===== src/rtl/pipe_issue_collect.sv =====
// Issue/collect front end for a fixed-latency, non-stalling pipeline.
// Credits cover in-flight work plus buffered results so none is dropped.
module pipe_issue_collect #(
    parameter int DWIDTH = 8,
    parameter int LAT    = 4,
    parameter int DEPTH  = 4
) (
    input  logic                       clk,
    input  logic                       rst,
    input  logic                       in_valid_i,
    output logic                       in_ready_o,
    input  logic [DWIDTH-1:0]          op1_i,
    input  logic [DWIDTH-1:0]          op2_i,
    output logic [DWIDTH-1:0]          pipe_op1_o,
    output logic [DWIDTH-1:0]          pipe_op2_o,
    input  logic [DWIDTH-1:0]          pipe_res_i,
    output logic                       out_valid_o,
    input  logic                       out_ready_i,
    output logic [DWIDTH-1:0]          res_o,
    output logic [$clog2(LAT+1)-1:0]   inflight_o,
    output logic [$clog2(DEPTH+1)-1:0] count_o
);

    localparam int IW = $clog2(LAT+1);
    localparam int CW = $clog2(DEPTH+1);
    localparam int AW = $clog2(DEPTH);

    logic [LAT-1:0]    vld_q;
    logic [AW-1:0]     wr_ptr_q;
    logic [AW-1:0]     rd_ptr_q;
    logic [CW-1:0]     count_q;
    logic [DWIDTH-1:0] mem_q [DEPTH];
    logic [31:0]       occ;
    logic              accept;
    logic              capture;
    logic              pop;

    assign accept      = in_valid_i && in_ready_o;
    assign capture     = vld_q[LAT-1];
    assign out_valid_o = (count_q != '0);
    assign pop         = out_valid_o && out_ready_i;
    assign count_o     = count_q;
    // memory is not reset, so an empty FIFO shows 0 at the head
    assign res_o       = out_valid_o ? mem_q[rd_ptr_q] : '0;

    // in-flight count is the number of set token bits
    always_comb begin
        inflight_o = '0;
        for (int i = 0; i < LAT; i++) begin
            inflight_o = inflight_o + IW'(vld_q[i]);
        end
    end

    // credit check from registered state only; same-cycle pops ignored
    always_comb begin
        occ        = 32'(count_q) + 32'(inflight_o);
        in_ready_o = (occ < 32'(DEPTH));
    end

    // token shift register tracks each accepted op through the pipe
    always_ff @(posedge clk) begin
        if (rst) begin
            vld_q <= '0;
        end else begin
            vld_q <= (vld_q << 1) | LAT'(accept);
        end
    end

    // operand registers feeding the pipeline
    always_ff @(posedge clk) begin
        if (rst) begin
            pipe_op1_o <= '0;
            pipe_op2_o <= '0;
        end else if (accept) begin
            pipe_op1_o <= op1_i;
            pipe_op2_o <= op2_i;
        end
    end

    // FIFO pointers and occupancy
    always_ff @(posedge clk) begin
        if (rst) begin
            wr_ptr_q <= '0;
            rd_ptr_q <= '0;
            count_q  <= '0;
        end else begin
            if (capture) wr_ptr_q <= wr_ptr_q + AW'(1);
            if (pop)     rd_ptr_q <= rd_ptr_q + AW'(1);
            case ({capture, pop})
                2'b10:   count_q <= count_q + CW'(1);
                2'b01:   count_q <= count_q - CW'(1);
                default: count_q <= count_q;
            endcase
        end
    end

    // result storage; a capture never targets a full FIFO
    always_ff @(posedge clk) begin
        if (!rst && capture) begin
            mem_q[wr_ptr_q] <= pipe_res_i;
        end
    end

endmodule


===== config.mk =====
export PLATFORM = sky130hd
export DESIGN_NAME = pipe_issue_collect
export DESIGN_NICKNAME = d
export VERILOG_FILES = /design/src/rtl/pipe_issue_collect.sv
export SDC_FILE = /design/constraint.sdc
export NUM_CORES = 1
export LEC_CHECK = 0
export ABC_CLOCK_PERIOD_IN_PS = 3360
export BUFFER_PORTS_ARGS = -buffer_cell sky130_fd_sc_hd__buf_2
export CORE_UTILIZATION = 30
export CTS_CLUSTER_SIZE = 30
export DETAILED_ROUTE_END_ITERATION = 12
export PLACE_DENSITY = 0.51
export RECOVER_POWER = 25
export SYNTH_ARGS = -nofsm -noshare
export SYNTH_HDL_FRONTEND = slang
export SYNTH_SLANG_ARGS = --single-unit

===== constraint.sdc =====
create_clock -name clk -period 3.36 [get_ports clk]
set_clock_uncertainty 0.2 [all_clocks]
set_input_delay 0.168 -clock clk [delete_from_list [all_inputs] [get_ports clk]]
set_output_delay 0.168 -clock clk [all_outputs]
set_load 0.02 [all_outputs]

==> impl_metrics.toml <==
[run_status]
status = "complete, no violations"

[global_routing]
grt_pass1_vias = 1598
grt_pass1_wl_mm = 7.65
antenna_found_initial = 0
track_usage_pct = 11.8
grt_overflow = 0
grt_max_degree = 46

[yosys]
synth_top_area_share_pct = 37.1
syn-num-nets = 228
ys_types = 27
yosysTopAreaCell = "edfxtp_1"
synthTopCellsByArea = "edfxtp_1 (37%), dfxtp_1 (22%), nand2b_1 (7.7%)"
synth_warnings = 0
synth_area_um2 = 2590
synth-seq-area-share_pct = 59.5
ys_ff_latch = 61
syn_area_per_cell_um2 = 13.7
syn_inst = 189

[sta]
slew_headroom_pct = 5.87
fin_crit_sh_pct = 80.9
setup-tns-final_ns = 0
fin_crit_ns = 2.72
tightestPinTransition_ns = 1.41
report.final.setup_viol = 0
hold_viol = 0
final_max_slew_viol_count = 0
whs_ns = 0.0238
rsz0062_at_grt = "false"
fmax_ghz = 0.368

[routing]
dr.first_iter.drc_count = 55
first_pass_iters = 4
wire_per_inst_um = 12.0
routed_wl_mm = 4.64
ant_nets = 0
vias = 1581
viasPerCell = 4.11
drc_errors = 0

[final_layout]
drive_gt1_share_pct = 27.9
nFillCells = 800
antenna_cells = 0
fin_nets = 314
layout_commonest_cell = "buf_2"
final_cell_mix = "buf_2 (50), nand2b_1 (32), edfxtp_1 (32), dfxtp_1 (29), dlygate4sd3_1 (24)"
area_growth_pct = 33.9

[pwr]
p_per_area_nw_per_um2 = 534
intPower_uw = 1450
power.switching_uw = 395
p_seq_share_pct = 44.1
swShare_pct = 21.4
power.total_uw = 1850
p_leak_uw = 0.00142
p_comb_share_pct = 8.9
clkPwrFrac_pct = 47.0
vdd_ir_drop_max_v = 0.000347

[cts]
path_clk_slew_ns = 0.07
cts_buffers = 9
post_cts_buffers = 0
cts.sinks = 61
cts_root_buffer = "clkbuf_8"
h-tree-depth = 3
cts_tree = "done"
worstSkewPairLatency_ns = 0.33
clockBufferDepth = 2

[placed_design]
gp_congestion = 0.662
dpl.hpwl_mm = 2.99
port_buffers = 59

[worst_setup_path]
timing.critical_path.mode_cell = "ha_1"
cp_max_fo = 4
worstSetupPathType = "reg2out"
worst_setup_path_start_kind = "flop"
timing.critical_path.arrival_ns = 2.35
worstPathCellList = "fa_1 -> ha_1 -> ha_1 -> ha_1 -> nor3_1 -> and2_2 -> buf_2"
critPathSlowestCell = "fa_1"
cp_data_required_time_ns = 2.99
cp-end-kind = "primary output"
cpPeakStageDelay_ns = 0.45

[die]
die_w_um = 94.9
fp-row-count = 33
coreArea_um2 = 8300
io-pin-count = 60
start_util_pct = 31.2
die_area_um2 = 9000
fp.dieH_um = 94.9

[flow_run]
maxCapViolCount = 0

[hold_path]
hold_path.class = "in2reg"
state kept, by name, summed over array words and instances, names as in the netlist, named ones only:
register,count
vld_q,4
count_o,3
wr_ptr_q,2
mem_q,32
rd_ptr_q,2
pipe_op1_o,8
pipe_op2_o,8
worst paths after layout:
kind	slack, ns	startpoint	cells past startpoint	endpoint
worst max-delay path	0.64	vld_q[3]	7	in_ready_o
worst min-delay path	0.02	out_ready_i	4	rd_ptr_q[1]
worst max register to register	0.69	vld_q[3]	8	pipe_op2_o[1]
worst min register to register	0.27	pipe_op2_o[5]	2	pipe_op2_o[5]
power groups by stage:
stage | Clock [uW] | Combinational (uW) | Sequential (uW)
after floorplan | 0 | 83.9 | 846
after global placement | 0 | 146 | 833
after detailed placement | 0 | 148 | 832
after CTS | 896 | 169 | 817
after global routing | 928 | 182 | 819
final | 868 | 165 | 816
per-stage QoR:
stage               std cells  worst slack (ns)  utilization [%]  instance area (um^2)
finish                    385             0.641             41.8                  3470
global route              385             0.517             41.8                  3470
CTS                       385             0.583             41.9                  3480
detailed placement        345             0.643             35.8                  2970
global placement          345             0.705             35.8                  2970
floorplan                 189             0.714                -                  2590
area by class of cell:
class	instances	area (um^2)	share of cell area [%]
Multi-Input combinational cell	110	955	27.5
Inverter	8	30.0	0.866
Timing Repair Buffer	85	539	15.6
Clock inverter	7	145	4.19
Tap cell	105	131	3.79
Sequential cell	61	1540	44.5
Clock buffer	9	124	3.57
synth_stat cells, drive strengths merged:
library cell	count
inv	8
mux4	8
a21oi	3
xor2	3
edfxtp	32
and2	5
mux2i	17
nand2	1
or3	2
o31ai	1
and3	1
dfxtp	29
fa	2
clkbuf	7
nor2	8
o21ai	2
ha	9
xnor2	1
nand2b	32
and2b	3
nand3	1
buf	3
nor3	2
nor2b	9
routing by layer:
layer	part of all wire, %	global-route usage [%]	up-vias
met5	0	0	-
met1	44	13.2	707
met3	6.6	5.88	2
met4	0.63	4.55	0
met2	48	19.1	54
li1	-	-	818
repair_timing:
action,in CTS,in global routing
endpoints found under the setup margin,0,0
hold endpoints to repair,48,0
resized for setup,0,0
hold buffers,24,0
critical path, delay by kind of cell (launching register included):
family / cells / cell delay, ns
buffers and inverters: 1 / 0.15
AND/OR/NAND/NOR: 2 / 0.36
adder cells (fa/ha/maj): 4 / 1.10
flip-flops: 1 / 0.41
kinds of logic after synthesis:
| logic type | after synthesis | synth area share, % |
|---|---|---|
| xor+xnor | 4 | 1.35 |
| flops | 61 | 59.5 |
| buf+inv | 18 | 3.58 |
| compound gates | 6 | 1.26 |
| mux | 25 | 13.5 |
| fa+ha+maj | 11 | 5.90 |
| simple gates | 64 | 14.8 |
Note: power is estimated with default switching activity, not from simulation.
